--- src/rtl/excp_trap_ctrl_if.sv ---
// -----------------------------------------------------------------------------
// excp_trap_ctrl_if
// Bundle of the handshake channels around the trap-entry sequencer:
//   - retiring-instruction channel (valid/ready plus pc, instr, badaddr and
//     the synchronous exception flags)
//   - single CSR write port (valid/ready, addr, data)
//   - pipeline flush channel (req/ack, redirect pc)
// Modports:
//   slave  : the trap controller's view (accepts retiring instructions,
//            issues CSR writes and flush requests)
//   master : the surrounding pipeline / CSR file view
// -----------------------------------------------------------------------------
interface excp_trap_ctrl_if #(
  parameter int XLEN = 32
);
  // retiring instruction channel
  logic            excp_i_valid;
  logic            excp_i_ready;
  logic [XLEN-1:0] excp_i_pc;
  logic [31:0]     excp_i_instr;
  logic [XLEN-1:0] excp_i_badaddr;
  logic            excp_i_ebreak;
  logic            excp_i_ecall;
  logic            excp_i_illegal;
  logic            excp_i_ld_misalign;
  logic            excp_i_st_misalign;

  // CSR write port
  logic            csr_wr_valid;
  logic [11:0]     csr_wr_addr;
  logic [XLEN-1:0] csr_wr_data;
  logic            csr_wr_ready;

  // pipeline flush
  logic            flush_req;
  logic [XLEN-1:0] flush_pc;
  logic            flush_ack;

  modport slave (
    input  excp_i_valid, excp_i_pc, excp_i_instr, excp_i_badaddr,
           excp_i_ebreak, excp_i_ecall, excp_i_illegal,
           excp_i_ld_misalign, excp_i_st_misalign,
    output excp_i_ready,
    output csr_wr_valid, csr_wr_addr, csr_wr_data,
    input  csr_wr_ready,
    output flush_req, flush_pc,
    input  flush_ack
  );

  modport master (
    output excp_i_valid, excp_i_pc, excp_i_instr, excp_i_badaddr,
           excp_i_ebreak, excp_i_ecall, excp_i_illegal,
           excp_i_ld_misalign, excp_i_st_misalign,
    input  excp_i_ready,
    input  csr_wr_valid, csr_wr_addr, csr_wr_data,
    output csr_wr_ready,
    input  flush_req, flush_pc,
    output flush_ack
  );
endinterface

--- src/rtl/excp_trap_ctrl.sv ---
// -----------------------------------------------------------------------------
// excp_trap_ctrl
// Trap-entry sequencer for the execute/commit stage. On acceptance of a
// retiring instruction it arbitrates the external interrupt and the
// synchronous exception flags, captures pc/cause/mtval, then writes
// mepc, mcause, mtval and mstatus (one CSR per cycle through the single
// write port) and finally requests a pipeline flush to the trap vector.
// With HALT_ON_EBREAK set, a selected ebreak halts the core instead and
// latches a0 as the end code.
//
// Ports:
//   clk, rst     : clock, asynchronous active-low reset
//   bus          : retiring-instruction / CSR write / flush channels (slave)
//   irq_ext      : external interrupt level
//   mstatus_i    : current mstatus
//   mie_meie     : MIE.MEIE
//   mtvec        : trap vector base / mode
//   a0_val       : x10, used as end code on halt
//   commit_trap  : one-cycle pulse when a trap or halt commits
//   cmt_cause    : cause of the last taken trap
//   halt         : core halted (sticky until reset)
//   endcode      : a0 value latched at halt
// -----------------------------------------------------------------------------
module excp_trap_ctrl #(
  parameter int XLEN           = 32,
  parameter bit HALT_ON_EBREAK = 1'b1
) (
  input  logic            clk,
  input  logic            rst,
  excp_trap_ctrl_if.slave bus,
  input  logic            irq_ext,
  input  logic [XLEN-1:0] mstatus_i,
  input  logic            mie_meie,
  input  logic [XLEN-1:0] mtvec,
  input  logic [XLEN-1:0] a0_val,
  output logic            commit_trap,
  output logic [XLEN-1:0] cmt_cause,
  output logic            halt,
  output logic [XLEN-1:0] endcode
);

  // Cause codes; the interrupt cause carries the MSB interrupt flag.
  localparam logic [XLEN-1:0] CAUSE_IRQ  = {1'b1, {(XLEN-5){1'b0}}, 4'd11};
  localparam logic [XLEN-1:0] CAUSE_BRK  = {{(XLEN-4){1'b0}}, 4'd3};
  localparam logic [XLEN-1:0] CAUSE_ILL  = {{(XLEN-4){1'b0}}, 4'd2};
  localparam logic [XLEN-1:0] CAUSE_ECL  = {{(XLEN-4){1'b0}}, 4'd11};
  localparam logic [XLEN-1:0] CAUSE_LDM  = {{(XLEN-4){1'b0}}, 4'd4};
  localparam logic [XLEN-1:0] CAUSE_STM  = {{(XLEN-4){1'b0}}, 4'd6};
  // Vectored-mode offset for the machine external interrupt (4 * 11).
  localparam logic [XLEN-1:0] IRQ_VEC_OFS = {{(XLEN-6){1'b0}}, 6'd44};

  localparam logic [11:0] ADDR_MSTATUS = 12'h300;
  localparam logic [11:0] ADDR_MEPC    = 12'h341;
  localparam logic [11:0] ADDR_MCAUSE  = 12'h342;
  localparam logic [11:0] ADDR_MTVAL   = 12'h343;

  typedef enum logic [2:0] {
    IDLE       = 3'd0,
    WR_MEPC    = 3'd1,
    WR_MCAUSE  = 3'd2,
    WR_MTVAL   = 3'd3,
    WR_MSTATUS = 3'd4,
    FLUSH      = 3'd5,
    HALT       = 3'd6
  } state_e;

  state_e          state_q, state_d;
  logic [XLEN-1:0] pc_q, pc_d;
  logic [XLEN-1:0] cause_q, cause_d;
  logic [XLEN-1:0] mtval_q, mtval_d;
  logic [XLEN-1:0] endcode_q, endcode_d;
  logic            halt_entry_q, halt_entry_d;

  logic            irq_pend_s;
  logic            accept_s;
  logic            ready_s;
  logic            sel_valid_s;
  logic            sel_ebreak_s;
  logic [XLEN-1:0] sel_cause_s;
  logic [XLEN-1:0] sel_mtval_s;
  logic [XLEN-1:0] mstatus_new_s;
  logic [XLEN-1:0] vec_pc_s;
  logic            csr_valid_s;
  logic [11:0]     csr_addr_s;
  logic [XLEN-1:0] csr_data_s;
  logic            flush_req_s;
  logic [XLEN-1:0] flush_pc_s;
  logic            flush_commit_s;

  // Ready is forced low while reset is asserted, not only by the state.
  assign ready_s    = rst & (state_q == IDLE);
  assign irq_pend_s = irq_ext & mstatus_i[3] & mie_meie;
  assign accept_s   = bus.excp_i_valid & ready_s;

  // Priority selection of the trap cause and its mtval for the retiring instruction.
  always_comb begin
    sel_valid_s  = 1'b1;
    sel_ebreak_s = 1'b0;
    sel_cause_s  = {XLEN{1'b0}};
    sel_mtval_s  = {XLEN{1'b0}};
    if (irq_pend_s) begin
      sel_cause_s = CAUSE_IRQ;
    end else if (bus.excp_i_ebreak) begin
      sel_cause_s  = CAUSE_BRK;
      sel_ebreak_s = 1'b1;
    end else if (bus.excp_i_illegal) begin
      sel_cause_s = CAUSE_ILL;
      sel_mtval_s = {{(XLEN-32){1'b0}}, bus.excp_i_instr};
    end else if (bus.excp_i_ecall) begin
      sel_cause_s = CAUSE_ECL;
    end else if (bus.excp_i_ld_misalign) begin
      sel_cause_s = CAUSE_LDM;
      sel_mtval_s = bus.excp_i_badaddr;
    end else if (bus.excp_i_st_misalign) begin
      sel_cause_s = CAUSE_STM;
      sel_mtval_s = bus.excp_i_badaddr;
    end else begin
      sel_valid_s = 1'b0;
    end
  end

  // New mstatus value: MPIE takes MIE, MIE cleared, MPP set to machine mode.
  always_comb begin
    mstatus_new_s        = mstatus_i;
    mstatus_new_s[7]     = mstatus_i[3];
    mstatus_new_s[3]     = 1'b0;
    mstatus_new_s[12:11] = 2'b11;
  end

  // Trap vector target; only the external interrupt is offset in vectored mode.
  always_comb begin
    vec_pc_s = {mtvec[XLEN-1:2], 2'b00};
    if ((mtvec[1:0] == 2'b01) && cause_q[XLEN-1]) begin
      vec_pc_s = vec_pc_s + IRQ_VEC_OFS;
    end else begin
      vec_pc_s = {mtvec[XLEN-1:2], 2'b00};
    end
  end

  // Next-state logic and capture of the trap context on acceptance.
  always_comb begin
    state_d      = state_q;
    pc_d         = pc_q;
    cause_d      = cause_q;
    mtval_d      = mtval_q;
    endcode_d    = endcode_q;
    halt_entry_d = 1'b0;
    case (state_q)
      IDLE: begin
        if (accept_s && sel_valid_s) begin
          pc_d    = bus.excp_i_pc;
          cause_d = sel_cause_s;
          mtval_d = sel_mtval_s;
          if (sel_ebreak_s && HALT_ON_EBREAK) begin
            state_d      = HALT;
            halt_entry_d = 1'b1;
            endcode_d    = a0_val;
          end else begin
            state_d = WR_MEPC;
          end
        end else begin
          state_d = IDLE;
        end
      end
      WR_MEPC: begin
        if (bus.csr_wr_ready) begin
          state_d = WR_MCAUSE;
        end else begin
          state_d = WR_MEPC;
        end
      end
      WR_MCAUSE: begin
        if (bus.csr_wr_ready) begin
          state_d = WR_MTVAL;
        end else begin
          state_d = WR_MCAUSE;
        end
      end
      WR_MTVAL: begin
        if (bus.csr_wr_ready) begin
          state_d = WR_MSTATUS;
        end else begin
          state_d = WR_MTVAL;
        end
      end
      WR_MSTATUS: begin
        if (bus.csr_wr_ready) begin
          state_d = FLUSH;
        end else begin
          state_d = WR_MSTATUS;
        end
      end
      FLUSH: begin
        if (bus.flush_ack) begin
          state_d = IDLE;
        end else begin
          state_d = FLUSH;
        end
      end
      HALT: begin
        state_d = HALT;
      end
      default: begin
        state_d = IDLE;
      end
    endcase
  end

  // Moore outputs decoded from the current state and the captured context.
  always_comb begin
    csr_valid_s    = 1'b0;
    csr_addr_s     = 12'h000;
    csr_data_s     = {XLEN{1'b0}};
    flush_req_s    = 1'b0;
    flush_pc_s     = {XLEN{1'b0}};
    flush_commit_s = 1'b0;
    case (state_q)
      WR_MEPC: begin
        csr_valid_s = 1'b1;
        csr_addr_s  = ADDR_MEPC;
        csr_data_s  = {pc_q[XLEN-1:2], 2'b00};
      end
      WR_MCAUSE: begin
        csr_valid_s = 1'b1;
        csr_addr_s  = ADDR_MCAUSE;
        csr_data_s  = cause_q;
      end
      WR_MTVAL: begin
        csr_valid_s = 1'b1;
        csr_addr_s  = ADDR_MTVAL;
        csr_data_s  = mtval_q;
      end
      WR_MSTATUS: begin
        csr_valid_s = 1'b1;
        csr_addr_s  = ADDR_MSTATUS;
        csr_data_s  = mstatus_new_s;
      end
      FLUSH: begin
        flush_req_s    = 1'b1;
        flush_pc_s     = vec_pc_s;
        flush_commit_s = bus.flush_ack;
      end
      IDLE, HALT: begin
        csr_valid_s = 1'b0;
      end
      default: begin
        csr_valid_s = 1'b0;
      end
    endcase
  end

  // State and trap-context registers.
  always_ff @(posedge clk or negedge rst) begin
    if (!rst) begin
      state_q      <= IDLE;
      pc_q         <= {XLEN{1'b0}};
      cause_q      <= {XLEN{1'b0}};
      mtval_q      <= {XLEN{1'b0}};
      endcode_q    <= {XLEN{1'b0}};
      halt_entry_q <= 1'b0;
    end else begin
      state_q      <= state_d;
      pc_q         <= pc_d;
      cause_q      <= cause_d;
      mtval_q      <= mtval_d;
      endcode_q    <= endcode_d;
      halt_entry_q <= halt_entry_d;
    end
  end

  assign bus.excp_i_ready = ready_s;
  assign bus.csr_wr_valid = csr_valid_s;
  assign bus.csr_wr_addr  = csr_addr_s;
  assign bus.csr_wr_data  = csr_data_s;
  assign bus.flush_req    = flush_req_s;
  assign bus.flush_pc     = flush_pc_s;

  // A halt commits on its first cycle in HALT; a trap commits on flush ack.
  assign commit_trap = flush_commit_s | halt_entry_q;
  assign cmt_cause   = cause_q;
  assign halt        = (state_q == HALT);
  assign endcode     = endcode_q;

endmodule

--- src/flat_wrapper.sv ---
// flat-port wrapper written by rule: the top's interface ports become plain ports
module excp_trap_ctrl_flat 
#(
  parameter int XLEN           = 32,
  parameter bit HALT_ON_EBREAK = 1'b1
)
  (clk, rst, irq_ext, mstatus_i, mie_meie, mtvec, a0_val, commit_trap, cmt_cause, halt, endcode, bus_excp_i_valid, bus_excp_i_pc, bus_excp_i_instr, bus_excp_i_badaddr, bus_excp_i_ebreak, bus_excp_i_ecall, bus_excp_i_illegal, bus_excp_i_ld_misalign, bus_excp_i_st_misalign, bus_excp_i_ready, bus_csr_wr_valid, bus_csr_wr_addr, bus_csr_wr_data, bus_csr_wr_ready, bus_flush_req, bus_flush_pc, bus_flush_ack);
  excp_trap_ctrl_if #(.XLEN(XLEN)) bus_i ();
  input  logic clk;
  input  logic rst;
  input  logic irq_ext;
  input  logic [XLEN-1:0] mstatus_i;
  input  logic mie_meie;
  input  logic [XLEN-1:0] mtvec;
  input  logic [XLEN-1:0] a0_val;
  output logic commit_trap;
  output logic [XLEN-1:0] cmt_cause;
  output logic halt;
  output logic [XLEN-1:0] endcode;
  input wire logic [$bits(bus_i.excp_i_valid)-1:0] bus_excp_i_valid;
  input wire logic [$bits(bus_i.excp_i_pc)-1:0] bus_excp_i_pc;
  input wire logic [$bits(bus_i.excp_i_instr)-1:0] bus_excp_i_instr;
  input wire logic [$bits(bus_i.excp_i_badaddr)-1:0] bus_excp_i_badaddr;
  input wire logic [$bits(bus_i.excp_i_ebreak)-1:0] bus_excp_i_ebreak;
  input wire logic [$bits(bus_i.excp_i_ecall)-1:0] bus_excp_i_ecall;
  input wire logic [$bits(bus_i.excp_i_illegal)-1:0] bus_excp_i_illegal;
  input wire logic [$bits(bus_i.excp_i_ld_misalign)-1:0] bus_excp_i_ld_misalign;
  input wire logic [$bits(bus_i.excp_i_st_misalign)-1:0] bus_excp_i_st_misalign;
  output wire logic [$bits(bus_i.excp_i_ready)-1:0] bus_excp_i_ready;
  output wire logic [$bits(bus_i.csr_wr_valid)-1:0] bus_csr_wr_valid;
  output wire logic [$bits(bus_i.csr_wr_addr)-1:0] bus_csr_wr_addr;
  output wire logic [$bits(bus_i.csr_wr_data)-1:0] bus_csr_wr_data;
  input wire logic [$bits(bus_i.csr_wr_ready)-1:0] bus_csr_wr_ready;
  output wire logic [$bits(bus_i.flush_req)-1:0] bus_flush_req;
  output wire logic [$bits(bus_i.flush_pc)-1:0] bus_flush_pc;
  input wire logic [$bits(bus_i.flush_ack)-1:0] bus_flush_ack;
  assign bus_i.excp_i_valid = bus_excp_i_valid;
  assign bus_i.excp_i_pc = bus_excp_i_pc;
  assign bus_i.excp_i_instr = bus_excp_i_instr;
  assign bus_i.excp_i_badaddr = bus_excp_i_badaddr;
  assign bus_i.excp_i_ebreak = bus_excp_i_ebreak;
  assign bus_i.excp_i_ecall = bus_excp_i_ecall;
  assign bus_i.excp_i_illegal = bus_excp_i_illegal;
  assign bus_i.excp_i_ld_misalign = bus_excp_i_ld_misalign;
  assign bus_i.excp_i_st_misalign = bus_excp_i_st_misalign;
  assign bus_excp_i_ready = bus_i.excp_i_ready;
  assign bus_csr_wr_valid = bus_i.csr_wr_valid;
  assign bus_csr_wr_addr = bus_i.csr_wr_addr;
  assign bus_csr_wr_data = bus_i.csr_wr_data;
  assign bus_i.csr_wr_ready = bus_csr_wr_ready;
  assign bus_flush_req = bus_i.flush_req;
  assign bus_flush_pc = bus_i.flush_pc;
  assign bus_i.flush_ack = bus_flush_ack;
  excp_trap_ctrl #(.XLEN(XLEN), .HALT_ON_EBREAK(HALT_ON_EBREAK)) u_core (.clk(clk), .rst(rst), .bus(bus_i), .irq_ext(irq_ext), .mstatus_i(mstatus_i), .mie_meie(mie_meie), .mtvec(mtvec), .a0_val(a0_val), .commit_trap(commit_trap), .cmt_cause(cmt_cause), .halt(halt), .endcode(endcode));
endmodule
--- config.mk ---
export PLATFORM = sky130hd
export DESIGN_NAME = excp_trap_ctrl_flat
export DESIGN_NICKNAME = d
export VERILOG_FILES = /design/src/rtl/excp_trap_ctrl_if.sv /design/src/rtl/excp_trap_ctrl.sv /design/src/flat_wrapper.sv
export SDC_FILE = /design/constraint.sdc
export NUM_CORES = 1
export LEC_CHECK = 0
export CAP_MARGIN = 30
export CORE_AREA = 2 2 135 137
export CTS_BUF_LIST = sky130_fd_sc_hd__clkbuf_4 sky130_fd_sc_hd__clkbuf_8
export DETAILED_ROUTE_END_ITERATION = 10
export DIE_AREA = 0 0 137 139
export PLACE_DENSITY = 0.77
export SLEW_MARGIN = 5
export SYNTH_ARGS = -nofsm -noshare
export SYNTH_HDL_FRONTEND = slang
export SYNTH_SLANG_ARGS = --single-unit
--- constraint.sdc ---
create_clock -name clk -period 3.1 [get_ports clk]
set_clock_uncertainty 0.1 [all_clocks]
set_input_delay 0.62 -clock clk [delete_from_list [all_inputs] [get_ports clk]]
set_output_delay 0.62 -clock clk [all_outputs]
set_load 0.1 [all_outputs]
==> results.yml, run 1 <==
run_status:
  status: "finished with violations"
  violations: "negative setup slack"
routing:
  drtAntennaViolNets: 0
  vias_per_cell: 5.031
  vias: 6123
  remaining_drc_errors: 0
  drtIter0Drc: 192
  wl_microns: 21510
  drt-wirelength-per-cell_microns: 17.67
  drt_pass1_iterations: 5
finish:
  areaGrowthSynthToFinish_pct: 84.95
  n_antenna_cell: 0
  fillers: 1419
  nets: 1188
  stdcell_area_sq_um: 11060
  final_layout_size_suffix_gt1_share_pct: 38.97
  final_common_cell: "clkdlybuf4s50_1"
  finalNonFillerCells: 1217
  mostFrequentLayoutCells: "clkdlybuf4s50_1 (174), buf_4 (119), dfrtp_1 (101), nand2_1 (77), buf_12 (73)"
timing:
  setup_ws_ps: -139.2
  rsz0062_at_grt: "true"
  slew_headroom_pct: 42.15
  setup_viol: 9
  hold_violations: 0
  fin_crit_sh_pct: 104.5
  finalMaxSlewViolations: 0
  timing.fmax_mhz: 308.7
  period_needed_ps: 3239
  worst_pin_slew_ps: 867.7
placed_design:
  io_buffers: 307
  dpl_cell_area_sq_um: 10680
  place.gp.congestion: 0.7990
  dp_slack_ps: -484.5
  dp_cells: 1192
  dp_hpwl_microns: 16870
clock_tree:
  htreeDepth: 3
  tritoncts: "yes"
  cts_buffers: 9
  holdBufCountCts: 0
  root_buffer: "clkbuf_8"
  clkTransAtPathRegs_ps: 110
  clk_latency_ps: 370
  clock_sinks: 103
  clock_tree.buffer_depth: 2
grt:
  grt_start_max_net_pins: 67
  antenna_found_initial: 0
  gr-total-overflow: 0
  grt_pass1_vias: 6335
  grt_pass1_wl_microns: 33380
  gr-usage-all-layers_pct: 22.41
setup_path:
  reg2reg_depth: 5
  worst_ep_arrival_time_ps: 2520
  crit_path_frequent_cell: "or4_4"
  worst-path-max-fanout: 6
  path_buf_inv: 3
  start_kind: "input pin"
  critPathSlowestCell: "or4_4"
  crit_family: "simple AND/OR/NAND/NOR gates"
  crit_required_ps: 2380
  reg2reg_slack_ps: 840
  worstSetupEndpointType: "primary output"
  critPathKind: "input pin to primary output"
  path_depth: 7
  path_cells: "clkdlybuf4s15_2, nand2_1, or4_4, buf_8, or4_4, a21oi_4, buf_12"
  critPathMaxStageDelay_ps: 560
logic_synthesis:
  synth_area_leader_cell: "dfrtp_1"
  ys_seq_area_share_pct: 43.11
  synth_seq_cells: 103
  synth-edff-count: 0
  yosysWarnings: 0
  ys_types: 48
  synth_flop_cell: "dfrtp_1"
  synth_top_area_share_pct: 43.11
  syn_area_sq_um: 5978
  synth_cells: 628
  ys_top_cells_by_area: "dfrtp_1 (43%), mux2_2 (10%), a22oi_1 (7.4%), o21ai_0 (5.7%), nand2_1 (4.9%)"
  synth_area_per_cell_sq_um: 9.519
  async_reset_ff_share_pct: 100.0
power:
  power_leakage_nw: 4.563
  power_mw: 11.19
  irDropWorstVdd_mv: 1.287
  p_per_area_nw_per_um2: 1012
floorplanning:
  start_util_pct: 33.86
  core_sq_um: 17660
  fp.dieH_microns: 139
  dieArea_sq_um: 19040
  die_x_microns: 137
  rows: 49
  top_level_ports: 349
run:
  maxCapViolations: 0
hold_path:
  hold_class: "input pin to async pin"
==> registers in the layout, summed over array words and instances (netlist names) <==
register             count
u_core.state_q           3
u_core.halt_entry_q      1
u_core.endcode          32
u_core.mtval_q          32
u_core.pc_q             30
u_core.cmt_cause         5
==> where the power goes <==
group / switching, mW / internal (mW)
Clock: 0.504 / 0.411
Sequential: 0.376 / 1.99
Combinational: 5.52 / 2.39
==> routing by layer <==
metal,wire length [microns],vias up,track usage (%)
met3,1853,35,5.958
met2,11190,257,40.87
met5,0,-,0
li1,-,2917,-
met4,568,0,6.620
met1,7900,2914,25.21
==> final timing paths <==
| check | to | startpoint |
|---|---|---|
| setup / recovery | bus_flush_pc[27] | mtvec[15] |
| hold reg to reg | u_core.mtval_q[4] | u_core.mtval_q[4] |
| setup reg to reg | u_core.pc_q[4] | u_core.state_q[0] |
| max in group asynchronous | u_core.pc_q[25] | rst |
| hold / removal | u_core.endcode[8] | rst |
| min in group clk | u_core.mtval_q[4] | u_core.mtval_q[4] |
==> Yosys cell counts (4+ instances only) <==
cell type / number
a21oi_1: 26
a22oi_1: 59
buf_2: 9
buf_4: 38
clkbuf_1: 36
dfrtp_1: 103
inv_1: 11
mux2_1: 9
mux2_2: 54
mux2i_1: 6
nand2_1: 78
nand3_1: 7
nand4_1: 5
nor2_1: 17
nor2b_1: 7
nor3_1: 4
o211ai_1: 5
o21ai_0: 68
o21ai_1: 5
o31ai_1: 13
or3_1: 5
or4_1: 14
xnor2_1: 5
xor2_1: 5
==> layout make-up <==
type                    count  area (sq um)  area share, %
clock inverters             6         76.32         0.6903
multi-input cells         464          3572          32.31
clock buffers              10         137.6          1.245
repair buffers            394          4363          39.46
well taps                 229         286.5          2.591
inverters                  11         41.29         0.3734
flip-flops and latches    103          2580          23.33
==> cell families (layout without fill, tap and decap cells) <==
logic type      Yosys count  in the layout  share of synthesized area [%]
xor+xnor                 10             10                          1.465
compound gates          190            190                          20.22
buf+inv                  96            421                          8.727
mux                      69             69                          12.87
simple gates            158            158                          13.33
fa+ha+maj                 1              1                         0.2093
other cells               1             36                        0.06273
flops                   103            103                          43.11
==> timing repair <==
| action | 4_1_cts | 5_1_grt |
|---|---|---|
| setup buffers | 5 | 2 |
| hold endpoints to repair | 0 | 0 |
| cloned | 3 | 0 |
| gates resized for setup | 87 | 12 |
| setup endpoints to repair | 22 | 20 |
| pin swaps | 24 | 22 |
==> through the flow <==
step | utilization, % | TNS (ps) | hold WS [ps]
after floorplan | - | -1016 | 224.4
final | 62.62 | -808.5 | 219.8
after CTS | 62.60 | -1271 | 215.8
after detailed placement | 60.47 | -7571 | 370.1
after global placement | 60.47 | -7387 | 361.3
after global routing | 62.62 | -1185 | 251.0
No activity file was read; power rests on OpenSTA's default activity.
==> run 2, diff against run 1 <==
--- a/config.mk
+++ b/config.mk
@@ -6,10 +6,10 @@
 export NUM_CORES = 1
 export LEC_CHECK = 0
 export CAP_MARGIN = 30
-export CORE_AREA = 2 2 135 137
+export CORE_AREA = 3 3 136 138
 export CTS_BUF_LIST = sky130_fd_sc_hd__clkbuf_4 sky130_fd_sc_hd__clkbuf_8
 export DETAILED_ROUTE_END_ITERATION = 10
-export DIE_AREA = 0 0 137 139
+export DIE_AREA = 0 0 139 141
 export PLACE_DENSITY = 0.77
 export SLEW_MARGIN = 5
 export SYNTH_ARGS = -nofsm -noshare
==> results.yml, run 2 (synthesis results as in run 1) <==
setup_path:
  crit_required_ps: 2380
  critPathMaxStageDelay_ps: 630
  start_kind: "input pin"
  crit_family: "simple AND/OR/NAND/NOR gates"
  path_cells: "buf_8, nand4_1, or4_4, buf_6, or4_4, a21oi_4, buf_12"
  critPathKind: "input pin to primary output"
  worst-path-max-fanout: 5
  reg2reg_slack_ps: 860
  path_buf_inv: 3
  r2r_end: "u_core.pc_q[9]"
  critPathSlowestCell: "or4_4"
  reg2reg_depth: 5
  worstSetupEndpointType: "primary output"
  worst_ep_arrival_time_ps: 2530
  rr_startpoint: "u_core.state_q[1]"
  crit_path_frequent_cell: "or4_4"
clock_tree:
  clkTransAtPathRegs_ps: 100
  cts_buffers: 9
  clock_sinks: 103
  clk_latency_ps: 380
  htreeDepth: 3
  tritoncts: "yes"
  clock_tree.buffer_depth: 2
  holdBufCountCts: 0
  root_buffer: "clkbuf_8"
finish:
  utilization_pct: 64.18
  final_layout_size_suffix_gt1_share_pct: 39.30
  ff_latch_area_sq_um: 2580
  areaGrowthSynthToFinish_pct: 85.68
  fillers: 1344
  n_antenna_cell: 0
  multi_input_area_sq_um: 3586
  mostFrequentLayoutCells: "clkdlybuf4s50_1 (174), buf_4 (121), dfrtp_1 (101), nand2_1 (77), buf_12 (73)"
  final_common_cell: "clkdlybuf4s50_1"
  nets: 1195
timing:
  setup_viol: 10
  fin_crit_sh_pct: 104.9
  slew_headroom_pct: 41.05
  finalMaxSlewViolations: 0
  fin_hold_ws_ps: 219.9
  hold_violations: 0
  period_needed_ps: 3253
  rsz0062_at_grt: "true"
  setup_ws_ps: -153.2
  worst_pin_slew_ps: 884.3
  timing.fmax_mhz: 307.4
  setup_tns_ps: -798.1
run:
  maxCapViolations: 0
floorplanning:
  top_level_ports: 349
  dieArea_sq_um: 19600
  core_sq_um: 17300
  rows: 48
  start_util_pct: 34.56
  die_x_microns: 139
  fp.dieH_microns: 141
routing:
  remaining_drc_errors: 0
  drt-wirelength-per-cell_microns: 18.65
  drtIter0Drc: 332
  drt_pass1_iterations: 5
  wl_microns: 22750
  drtAntennaViolNets: 0
  vias_per_cell: 5.087
  vias: 6206
grt:
  grt_pass1_vias: 6264
  antenna_found_initial: 0
  grt_pass1_wl_microns: 34510
  grt_start_max_net_pins: 66
  gr-usage-all-layers_pct: 22.07
  gr-total-overflow: 0
power:
  p_per_area_nw_per_um2: 1013
  irDropWorstVdd_mv: 1.441
  power_leakage_nw: 4.594
placed_design:
  dp_hpwl_microns: 17380
  io_buffers: 307
  place.gp.congestion: 0.8614
run_status:
  status: "finished with violations"
  violations: "negative setup slack"
hold_path:
  hold_class: "input pin to async pin"
-- run 2: worst reg2reg max path, cell delays in order (launching register included) --
cell and delay, ps:
dfrtp_2 420, buf_6 250, nor4b_4 540, o311ai_4 230, buf_12 240, mux2_1 350
-- run 2: worst max path at each step --
| stage | startpoint | end | slack [ps] | depth (start not counted) |
|---|---|---|---|---|
| final | mtvec[13] | bus_flush_pc[27] | -150 | 7 |
| after global routing | mtvec[13] | bus_flush_pc[27] | -210 | 7 |
| after CTS | mtvec[12] | bus_flush_pc[25] | -250 | 8 |
| after detailed placement | mtvec[13] | bus_flush_pc[25] | -540 | 7 |
| after global placement | mtvec[13] | bus_flush_pc[31] | -500 | 9 |
| after floorplan | mtvec[20] | bus_flush_pc[31] | -220 | 6 |
-- run 2: power breakdown --
group | total, mW | leakage [nW] | switching (mW) | internal, mW
Clock | 0.888 | 0.103 | 0.482 | 0.405
Combinational | 7.99 | 3.20 | 5.59 | 2.40
Sequential | 2.36 | 1.29 | 0.367 | 1.99
Total | 11.2 | 4.59 | 6.44 | 4.80
-- run 2: metrics by stage --
stage,power [mW],std cells,setup WS [ps],cell area (sq um)
final,11.24,1220,-153.2,11100
after global routing,11.68,1220,-205.1,11100
after CTS,11.31,1219,-249.9,11040
after detailed placement,10.41,1187,-541.2,10660
after global placement,10.29,1187,-498.9,10660
after floorplan,7.937,663,-219.5,6570
-- run 2: final cells by class --
type | instances | area share [%]
repair buffers | 401 | 39.73
multi-input cells | 464 | 32.30
flip-flops and latches | 103 | 23.24
well taps | 225 | 2.536
clock buffers | 11 | 1.307
clock inverters | 5 | 0.5072
inverters | 11 | 0.3720
-- run 2: what timing repair did --
action                                  in CTS  in global routing
endpoints found under the setup margin      24                 18
hold endpoints to repair                     0                  0
setup buffers                               16                  1
cloned                                       0                  1
pin swaps                                   16                 19
resized for setup                           76                 28
-- run 2: layer usage --
metal	GRT usage (%)	share of wire, %
met5	0	0
met2	40.30	52
met4	5.510	1.8
met1	25.84	38
met3	5.801	7.9
